<file path="src/rtl/axi_pkg.sv">
// AXI channel payload structs and arbiter state encodings.
// Shared by the round-robin arbiter and its picker.
package axi_pkg;

    localparam int AXI_ID_WIDTH   = 4;
    localparam int AXI_ADDR_WIDTH = 32;
    localparam int AXI_DATA_WIDTH = 32;
    localparam int AXI_STRB_WIDTH = AXI_DATA_WIDTH / 8;

    typedef struct packed {
        logic [AXI_ID_WIDTH-1:0]   id;
        logic [AXI_ADDR_WIDTH-1:0] addr;
        logic [7:0]                len;
        logic [2:0]                size;
        logic [1:0]                burst;
    } axi_aw_t;

    typedef struct packed {
        logic [AXI_ID_WIDTH-1:0]   id;
        logic [AXI_ADDR_WIDTH-1:0] addr;
        logic [7:0]                len;
        logic [2:0]                size;
        logic [1:0]                burst;
    } axi_ar_t;

    typedef struct packed {
        logic [AXI_DATA_WIDTH-1:0] data;
        logic [AXI_STRB_WIDTH-1:0] strb;
        logic                      last;
    } axi_w_t;

    typedef struct packed {
        logic [AXI_ID_WIDTH-1:0] id;
        logic [1:0]              resp;
    } axi_b_t;

    typedef struct packed {
        logic [AXI_ID_WIDTH-1:0]   id;
        logic [AXI_DATA_WIDTH-1:0] data;
        logic [1:0]                resp;
        logic                      last;
    } axi_r_t;

    typedef enum logic [1:0] {
        W_IDLE,
        W_AW,
        W_DATA,
        W_RESP
    } arb_wr_state_e;

    typedef enum logic [1:0] {
        R_IDLE,
        R_AR,
        R_RESP
    } arb_rd_state_e;

endpackage

</file>
<file path="src/rtl/axi_rr_arbiter_rr_pick.sv">
// Cyclic first-requester picker: lowest index at or after ptr_i.
// Handles non-power-of-2 requester counts.
module rr_pick #(
    parameter  int N_MGR = 4,
    localparam int IDX_W = $clog2(N_MGR)
) (
    input  logic [N_MGR-1:0] req_i,
    input  logic [IDX_W-1:0] ptr_i,
    output logic [IDX_W-1:0] gnt_idx_o,
    output logic             any_req_o
);

    logic             found;
    logic [IDX_W:0]   sum;
    logic [IDX_W-1:0] idx;

    always_comb begin
        gnt_idx_o = '0;
        found     = 1'b0;
        sum       = '0;
        idx       = '0;
        for (int i = 0; i < N_MGR; i++) begin
            sum = {1'b0, ptr_i} + (IDX_W+1)'(i);
            if (sum >= (IDX_W+1)'(N_MGR)) begin
                sum = sum - (IDX_W+1)'(N_MGR);
            end
            idx = sum[IDX_W-1:0];
            if (!found && req_i[idx]) begin
                found     = 1'b1;
                gnt_idx_o = idx;
            end
        end
    end

    assign any_req_o = |req_i;

endmodule

</file>
<file path="src/rtl/axi_rr_arbiter.sv">
// N-to-1 AXI round-robin arbiter, independent write and read paths.
// Optional per-manager grant counters: AXI_RR_ARBITER_STATS_EN.
module axi_rr_arbiter
    import axi_pkg::*;
#(
    parameter int N_MGR = 4
) (
    input  logic             clk,
    input  logic             rst_n,
    input  axi_aw_t          i_axi_s_aw      [N_MGR],
    input  logic [N_MGR-1:0] i_axi_s_awvalid,
    output logic [N_MGR-1:0] o_axi_s_awready,
    input  axi_w_t           i_axi_s_w       [N_MGR],
    input  logic [N_MGR-1:0] i_axi_s_wvalid,
    output logic [N_MGR-1:0] o_axi_s_wready,
    output axi_b_t           o_axi_s_b       [N_MGR],
    output logic [N_MGR-1:0] o_axi_s_bvalid,
    input  logic [N_MGR-1:0] i_axi_s_bready,
    input  axi_ar_t          i_axi_s_ar      [N_MGR],
    input  logic [N_MGR-1:0] i_axi_s_arvalid,
    output logic [N_MGR-1:0] o_axi_s_arready,
    output axi_r_t           o_axi_s_r       [N_MGR],
    output logic [N_MGR-1:0] o_axi_s_rvalid,
    input  logic [N_MGR-1:0] i_axi_s_rready,
    output axi_aw_t          o_axi_m_aw,
    output logic             o_axi_m_awvalid,
    input  logic             i_axi_m_awready,
    output axi_w_t           o_axi_m_w,
    output logic             o_axi_m_wvalid,
    input  logic             i_axi_m_wready,
    input  axi_b_t           i_axi_m_b,
    input  logic             i_axi_m_bvalid,
    output logic             o_axi_m_bready,
    output axi_ar_t          o_axi_m_ar,
    output logic             o_axi_m_arvalid,
    input  logic             i_axi_m_arready,
    input  axi_r_t           i_axi_m_r,
    input  logic             i_axi_m_rvalid,
    output logic             o_axi_m_rready
`ifdef AXI_RR_ARBITER_STATS_EN
    ,
    output logic [31:0]      o_wr_grant_cnt  [N_MGR],
    output logic [31:0]      o_rd_grant_cnt  [N_MGR]
`endif
);

    localparam int IDX_W = $clog2(N_MGR);

    arb_wr_state_e    wst_q, wst_d;
    arb_rd_state_e    rst_q, rst_d;
    logic [IDX_W-1:0] wgnt_q, wgnt_d, wptr_q, wptr_d;
    logic [IDX_W-1:0] rgnt_q, rgnt_d, rptr_q, rptr_d;
    logic [IDX_W-1:0] wpick, rpick;
    logic             wany, rany;
    logic             aw_hs, w_hs, b_hs, ar_hs, r_hs;

    function automatic logic [IDX_W-1:0] ptr_inc(input logic [IDX_W-1:0] p);
        return (p == IDX_W'(N_MGR-1)) ? '0 : p + 1'b1;
    endfunction

    rr_pick #(.N_MGR(N_MGR)) u_wr_pick (
        .req_i     (i_axi_s_awvalid),
        .ptr_i     (wptr_q),
        .gnt_idx_o (wpick),
        .any_req_o (wany)
    );

    rr_pick #(.N_MGR(N_MGR)) u_rd_pick (
        .req_i     (i_axi_s_arvalid),
        .ptr_i     (rptr_q),
        .gnt_idx_o (rpick),
        .any_req_o (rany)
    );

    assign aw_hs = (wst_q == W_AW) && i_axi_s_awvalid[wgnt_q] && i_axi_m_awready;
    assign w_hs  = (wst_q == W_DATA) && i_axi_s_wvalid[wgnt_q] && i_axi_m_wready;
    assign b_hs  = (wst_q == W_RESP) && i_axi_m_bvalid && i_axi_s_bready[wgnt_q];
    assign ar_hs = (rst_q == R_AR) && i_axi_s_arvalid[rgnt_q] && i_axi_m_arready;
    assign r_hs  = (rst_q == R_RESP) && i_axi_m_rvalid && i_axi_s_rready[rgnt_q];

    always_ff @(posedge clk or negedge rst_n) begin
        if (!rst_n) begin
            wst_q  <= W_IDLE;
            wgnt_q <= '0;
            wptr_q <= '0;
            rst_q  <= R_IDLE;
            rgnt_q <= '0;
            rptr_q <= '0;
        end else begin
            wst_q  <= wst_d;
            wgnt_q <= wgnt_d;
            wptr_q <= wptr_d;
            rst_q  <= rst_d;
            rgnt_q <= rgnt_d;
            rptr_q <= rptr_d;
        end
    end

    always_comb begin
        wst_d           = wst_q;
        wgnt_d          = wgnt_q;
        wptr_d          = wptr_q;
        o_axi_m_aw      = '0;
        o_axi_m_awvalid = 1'b0;
        o_axi_s_awready = '0;
        o_axi_m_w       = '0;
        o_axi_m_wvalid  = 1'b0;
        o_axi_s_wready  = '0;
        o_axi_m_bready  = 1'b0;
        o_axi_s_bvalid  = '0;
        for (int i = 0; i < N_MGR; i++) o_axi_s_b[i] = '0;
        unique case (wst_q)
            W_IDLE: begin
                if (wany) begin
                    wgnt_d = wpick;
                    wst_d  = W_AW;
                end
            end
            W_AW: begin
                o_axi_m_aw              = i_axi_s_aw[wgnt_q];
                o_axi_m_awvalid         = i_axi_s_awvalid[wgnt_q];
                o_axi_s_awready[wgnt_q] = i_axi_m_awready;
                if (aw_hs) begin
                    wst_d  = W_DATA;
                    wptr_d = ptr_inc(wgnt_q);
                end
            end
            W_DATA: begin
                o_axi_m_w              = i_axi_s_w[wgnt_q];
                o_axi_m_wvalid         = i_axi_s_wvalid[wgnt_q];
                o_axi_s_wready[wgnt_q] = i_axi_m_wready;
                if (w_hs && i_axi_s_w[wgnt_q].last) wst_d = W_RESP;
            end
            W_RESP: begin
                o_axi_m_bready         = i_axi_s_bready[wgnt_q];
                o_axi_s_bvalid[wgnt_q] = i_axi_m_bvalid;
                for (int i = 0; i < N_MGR; i++) o_axi_s_b[i] = i_axi_m_b;
                if (b_hs) wst_d = W_IDLE;
            end
            default: wst_d = W_IDLE;
        endcase
    end

    always_comb begin
        rst_d           = rst_q;
        rgnt_d          = rgnt_q;
        rptr_d          = rptr_q;
        o_axi_m_ar      = '0;
        o_axi_m_arvalid = 1'b0;
        o_axi_s_arready = '0;
        o_axi_m_rready  = 1'b0;
        o_axi_s_rvalid  = '0;
        for (int i = 0; i < N_MGR; i++) o_axi_s_r[i] = '0;
        unique case (rst_q)
            R_IDLE: begin
                if (rany) begin
                    rgnt_d = rpick;
                    rst_d  = R_AR;
                end
            end
            R_AR: begin
                o_axi_m_ar              = i_axi_s_ar[rgnt_q];
                o_axi_m_arvalid         = i_axi_s_arvalid[rgnt_q];
                o_axi_s_arready[rgnt_q] = i_axi_m_arready;
                if (ar_hs) begin
                    rst_d  = R_RESP;
                    rptr_d = ptr_inc(rgnt_q);
                end
            end
            R_RESP: begin
                o_axi_m_rready         = i_axi_s_rready[rgnt_q];
                o_axi_s_rvalid[rgnt_q] = i_axi_m_rvalid;
                for (int i = 0; i < N_MGR; i++) o_axi_s_r[i] = i_axi_m_r;
                if (r_hs && i_axi_m_r.last) rst_d = R_IDLE;
            end
            default: rst_d = R_IDLE;
        endcase
    end

`ifdef AXI_RR_ARBITER_STATS_EN
    logic [31:0] wr_cnt_q [N_MGR];
    logic [31:0] rd_cnt_q [N_MGR];

    // Counters wrap naturally at 2^32.
    always_ff @(posedge clk or negedge rst_n) begin
        if (!rst_n) begin
            for (int i = 0; i < N_MGR; i++) begin
                wr_cnt_q[i] <= '0;
                rd_cnt_q[i] <= '0;
            end
        end else begin
            if (aw_hs) wr_cnt_q[wgnt_q] <= wr_cnt_q[wgnt_q] + 32'd1;
            if (ar_hs) rd_cnt_q[rgnt_q] <= rd_cnt_q[rgnt_q] + 32'd1;
        end
    end

    assign o_wr_grant_cnt = wr_cnt_q;
    assign o_rd_grant_cnt = rd_cnt_q;
`endif

endmodule

</file>
<file path="config.mk">
export PLATFORM = sky130hd
export DESIGN_NAME = axi_rr_arbiter
export DESIGN_NICKNAME = d
export VERILOG_FILES = /design/src/rtl/axi_pkg.sv /design/src/rtl/axi_rr_arbiter_rr_pick.sv /design/src/rtl/axi_rr_arbiter.sv
export SDC_FILE = /design/constraint.sdc
export NUM_CORES = 1
export LEC_CHECK = 0
export ABC_AREA = 1
export CORE_AREA = 2 2 373 375
export CTS_BUF_LIST = sky130_fd_sc_hd__clkbuf_16
export CTS_CLUSTER_DIAMETER = 40
export CTS_CLUSTER_SIZE = 10
export DETAILED_ROUTE_END_ITERATION = 8
export DIE_AREA = 0 0 375 377
export GPL_ROUTABILITY_DRIVEN = 0
export PLACE_DENSITY_LB_ADDON = 0.3
export SLEW_MARGIN = 10
export SYNTH_ARGS = -nofsm -noshare
export SYNTH_HDL_FRONTEND = slang
export SYNTH_SLANG_ARGS = --single-unit
</file>
<file path="constraint.sdc">
create_clock -name clk -period 1.69 [get_ports clk]
set_input_delay 0.507 -clock clk [delete_from_list [all_inputs] [get_ports clk]]
set_output_delay 0.507 -clock clk [all_outputs]
set_load 0.005 [all_outputs]
</file>
; Word level (Yosys, flattened, before mapping)
; Index checks and enable logic that the tools add are counted.
[word_totals]
ff_bits = 12
input_bits = 612
out_inout_bits = 340
word_cells = 188
[classes]
n_mux = 87
bitwise_logic = 7
eq_ne = 14
magnitude_cmp = 22
reduce_logical = 36
addsub = 16
[ops]
columns = op, count
row1 = $mux 49, 6
row2 = $bmux 49 s2, 2
row3 = $mux 156, 1
row4 = $mux 37, 3
row5 = $bmux 37 s2, 1
row6 = $mux 2, 25
row7 = $lt 2x3->1 const B, 10
row8 = $bmux 1 s2, 13
row9 = $mux 1, 26
row10 = $ge 3x3->1 const B, 8
row11 = $mux 24, 1
row12 = $and 4x4->4, 5
row13 = $logic_and 1x1->1, 20
row14 = $mux 4, 5
row15 = $sub 2x1->2 const B, 8
row16 = $add 2x2->3 const B, 4
row17 = $eq 2x2->1 const B, 5
row18 = $ne 2x2->1 const B, 4
row19 = $pmux 2 s4, 1
row20 = $reduce_and 2->1, 4
row21 = $reduce_or 4->1, 2
row22 = $add 2x1->3 const B, 2
row23 = $ge 2x3->1 const B, 2
row24 = $logic_not 1->1, 6
row25 = other kinds (10), 18

; Depth between registers and ports, before layout
[depth]
ltp_word = 14
depth_mapped = 13
depth_no_buf = 12

; Hierarchy
; From an unflattened synthesis, not the netlist that was laid out.
[hier_totals]
cells_unflattened = 1534
area_unflattened_um2 = 7440.9
[modules_own_cells]
columns = module, instances, cells_per_inst, seq_area_each_um2, area_per_inst_um2
row1 = axi_rr_arbiter, 1, 1436, 300.3, 6952.9
row2 = rr_pick (u_wr_pick), 1, 49, 0.0, 245.2
row3 = rr_pick (u_rd_pick), 1, 49, 0.0, 242.7

; Worst setup path after synthesis
; Ideal clock, no wire load.
[synth_path]
kind = register to output
start = register wst_q[1]
end = output port o_axi_m_aw[0] in the netlist's numbering
arrival_time_ns = 1.366
t_required_ns = 1.183
path_slack_ns = -0.183
n_path_buf = 2
path_stages_with_launch = 7
path_cell_list = dfrtp_1 -> inv_1 -> ha_1 -> clkinv_1 -> clkbuf_1 -> clkbuf_1 -> a21oi_1
[synth_lines]
columns = element, line_no
row1 = start: declaration, axi_rr_arbiter.sv:49  ; arb_wr_state_e wst_q, wst_d;
row2 = start signal: assignment, axi_rr_arbiter.sv:90  ; wst_q <= wst_d;
row3 = end: declaration, axi_rr_arbiter.sv:25  ; output axi_aw_t o_axi_m_aw,

==> results.md <==
* Hold path startpoint: rst_q[1]$_DFFE_PN0P_
* Number of global-route vias before repair at 14,445
* Placed Cells at roughly 4,300
* Endpoint class of the critical path: output port
* Crit path max-delay family: buffers and inverters
* Reg-to-Reg Start: wgnt_q[0]$_DFFE_PN0P_
* Setup CP Type: register to output port
* Peak supply drop at 689 uV
* Lkg Pwr at roughly 11 nW
* Area contributors post-synth: nor2_1, o21ai_0, buf_4
* Worst EP required at 1.18 ns
* GRT met1 Usage at between 10% and 20%
* Worst-case clock buffer depth at 2
* Post-DRT Antenna Nets at 0
* Largest net degree at the start of global routing at 42
* Core area at roughly 140,000 um2
* Max Clk Rate at 405 MHz
* Via density at around 3.3
* Clock Latency Late Sink at approximately 0.26 ns
* I/O pin total at around 950
* Grt met2 use at 21.7%
* Cell Area, Synth at 7490 um2
* Routed WL per cell at approximately 21 um
* Synth Net Count at between 2,000 and 2,500
* Worst setup margin at -0.778 ns
* Total clock sinks at 12
* Slowest CP cell: dfrtp_4
* Final global-route overflow total at 0
* #FFs+latches synth at 12
* Synth Area per Inst at approximately 4.8 um2
* CTS buffer count at 3
* Fin crit period at 2.47 ns
* Initial core utilization at about 5.5%
* Initial antenna violation count at 29
* DRC at 0
* CTS tree: built
* CP arrival at 1.96 ns
* Delay of the slowest critical-path stage at 0.43 ns
* Via count at 15,044
* # setup viols final at between 300 and 400
* Top Usage Layer GRT: met2
* Gate count of the mapped netlist at between 1,500 and 2,000
* Final net count at about 3,300
* First DRT Iteration DRCs at roughly 620
* Fillcell total at 15,438
* Met3 Usage GRT at about 3.1%
* Die width at between 300 and 400 um
* DIE HEIGHT at roughly 380 um
* RSZ-0062 raised after global routing: yes
* Crit path cell chain: buf_12 -> buf_16 -> buf_12 -> nor2_1 -> nor2_1 -> o21ai_2 -> a21oi_2 -> buf_2
* Post-DP Area at 20,200 um2
* Critical path peak fanout at 16
* Max Transition Viols Final at 0
* Synth Warn # at 0
* CP Launch Type: register
* Rel. slew slack at between 70 and 80%
* PwrDens at 1520 nW/um2
* Final Cell Area at around 26,000 um2
* Crit path from: wgnt_q[0]$_DFFE_PN0P_
* All-Layer GR Usage at a little under an eighth
* Yosys top cell by area: nor2_1
* Layout cell share with drive strength beyond 1 at 46.7%
* Tcrit/Tclk final at 146%
* Worst-path clk slew at roughly 0.05 ns
* Final Hold Vio Count at 0
* Failing checks: negative setup slack
* First-pass GRT wire length at about 120,000 um
* Register area at approximately 310 um2
* Bufs and invs on worst path at 4
* Drt pass-1 iters at 5
* Worst Skew at 0.00115 ns
* Multi-input gate area at 8230 um2
* Total routed wirelength at 93,900 um
* Tightest Pin Transition at 0.343 ns
* Final core utilization at a little under a fifth
* Area Growth Syn to Fin at 243%
* H-tree depth at 1
* Std-Cell Rows at around 140
* Root Buffer: clkbuf_16
* Post-Layout Cell Count at between 4,000 and 5,000
* Die area at roughly 140,000 um2
* # port buffers at approximately 950
* Post-synth cell types at 28
* Seq/Total Area, Yosys at under 10%
* Dpl hpwl at about 75,000 um
* Hold Path Class: register to register
* Post-synth top area share at between 30% and 40%
* Outcome: finished, violations left
* Maxcap violations at 0
-- worst register-to-register path, stage by stage, from the launching register on --
cell,delay [ns]
dfrtp_4,0.43
buf_12,0.19
clkinv_16,0.13
buf_16,0.17
buf_8,0.14
buf_6,0.12
nand2_2,0.05
o211ai_2,0.08
buf_4,0.13
nand2_1,0.07
nand3_1,0.09
nand2_1,0.11
nand2_1,0.08
nand2_1,0.06
nand2_1,0.05
-- cell type report --
class                      instances  area share (%)
timing repair inverter             1          0.0633
tap                             1794            8.74
multi-input combinational       1217            32.1
inverter                          93            1.70
sequential                        12            1.22
antenna                            7          0.0682
clock buffer                       3           0.292
timing repair buffer            1382            55.9
-- flip-flops by register name, summed over array words and instances, names as in the netlist --
register and flops:
wst_q 2, wgnt_q 2, wptr_q 2, rptr_q 2
rst_q 2, rgnt_q 2
-- cell families (layout without fill, tap and decap cells) --
kind of cell | after synthesis | after routing | synth area share [%]
adder cells (fa/ha/maj) | 12 | 12 | 2.00
buffers and inverters | 343 | 1479 | 25.2
AND/OR/NAND/NOR | 779 | 779 | 39.9
AO/OA/AOI/OAI | 426 | 426 | 28.9
other | 0 | 7 | 0
flip-flops | 12 | 12 | 4.01
-- through the flow --
stage	TNS (ns)	setup slack, ns	total power [mW]	hold slack [ns]
finish	-186.09	-0.778	39.1	0.574
global route	-212.32	-0.823	41.6	0.599
CTS	-235.16	-0.824	33.6	0.561
detailed placement	-250.65	-1.36	26.5	0.552
global placement	-250.84	-1.47	26.8	0.558
floorplan	-4.14	-0.0470	10.6	0.211
-- layout by cell type, fill, tap and decap left out, types with 9 or more instances in the layout --
master	count
a21oi_1	50
a21oi_2	77
a21oi_4	17
buf_12	84
buf_16	21
buf_2	97
buf_4	210
buf_6	162
buf_8	35
clkbuf_16	14
clkbuf_2	52
clkdlybuf4s15_2	11
clkdlybuf4s50_1	636
dlygate4sd2_1	36
dlymetal6s2s_1	25
ha_4	10
inv_1	67
inv_2	9
inv_4	9
nand2_1	124
nand2_4	11
nand3_1	19
nor2_1	343
nor2_2	131
nor2_4	133
o21ai_0	24
o21ai_1	98
o21ai_2	113
o21ai_4	40
-- repair_timing --
item | 4_1_cts | 5_1_grt
setup endpoints to repair | 351 | 352
pin swaps | 150 | 266
cloned | 24 | 14
hold buffers | 0 | 0
buffers inserted | 96 | 112
gates resized for setup | 1029 | 1067
-- synth_stat cells --
cell type and count:
buf_1 10, buf_4 136, inv_1 86, nand4_1 4, dfrtp_1 12, nand3_1 23
nor3_1 1, nand2_2 1, nand2_1 140, ha_1 12, o21ai_0 273, o211ai_1 2
o31ai_1 1, clkbuf_1 53, a21oi_2 2, o211ai_2 2, o21ai_1 2, a31oi_1 2
nor2_4 1, and3_1 1, buf_8 1, a21oi_1 142, nor2_1 606, buf_6 2
clkinv_1 2, buf_2 48, inv_2 5, nand3_2 2
-- per-layer routing --
| layer | part of all wire, % | routed length [um] | vias to the layer above |
|---|---|---|---|
| li1 | - | - | 7174 |
| met1 | 40 | 37400 | 7113 |
| met2 | 52 | 48500 | 622 |
| met3 | 6.7 | 6270 | 101 |
| met4 | 1.7 | 1620 | 34 |
| met5 | 0.23 | 218 | - |
-- worst paths after layout --
check	end	slack (ns)	cells past startpoint
worst max-delay path	o_axi_m_w[21]	-0.78	8
worst min-delay path	rst_q[0]$_DFFE_PN0P_	0.57	3
worst max register to register	wst_q[1]$_DFFE_PN0P_	-0.32	14
worst min register to register	rst_q[0]$_DFFE_PN0P_	0.57	3
max in group asynchronous	wgnt_q[1]$_DFFE_PN0P_	0.87	2
min in group asynchronous	rptr_q[0]$_DFFE_PN0P_	0.58	2
-- where the power goes --
| group | internal, mW | switching [mW] | leakage (nW) | total, mW |
|---|---|---|---|---|
| registers | 0.467 | 0.223 | 0.139 | 0.690 |
| clock network | 0.312 | 0.163 | 0.0370 | 0.475 |
| logic | 18.7 | 19.3 | 10.6 | 37.9 |
Note: power is estimated with default switching activity, not from simulation.
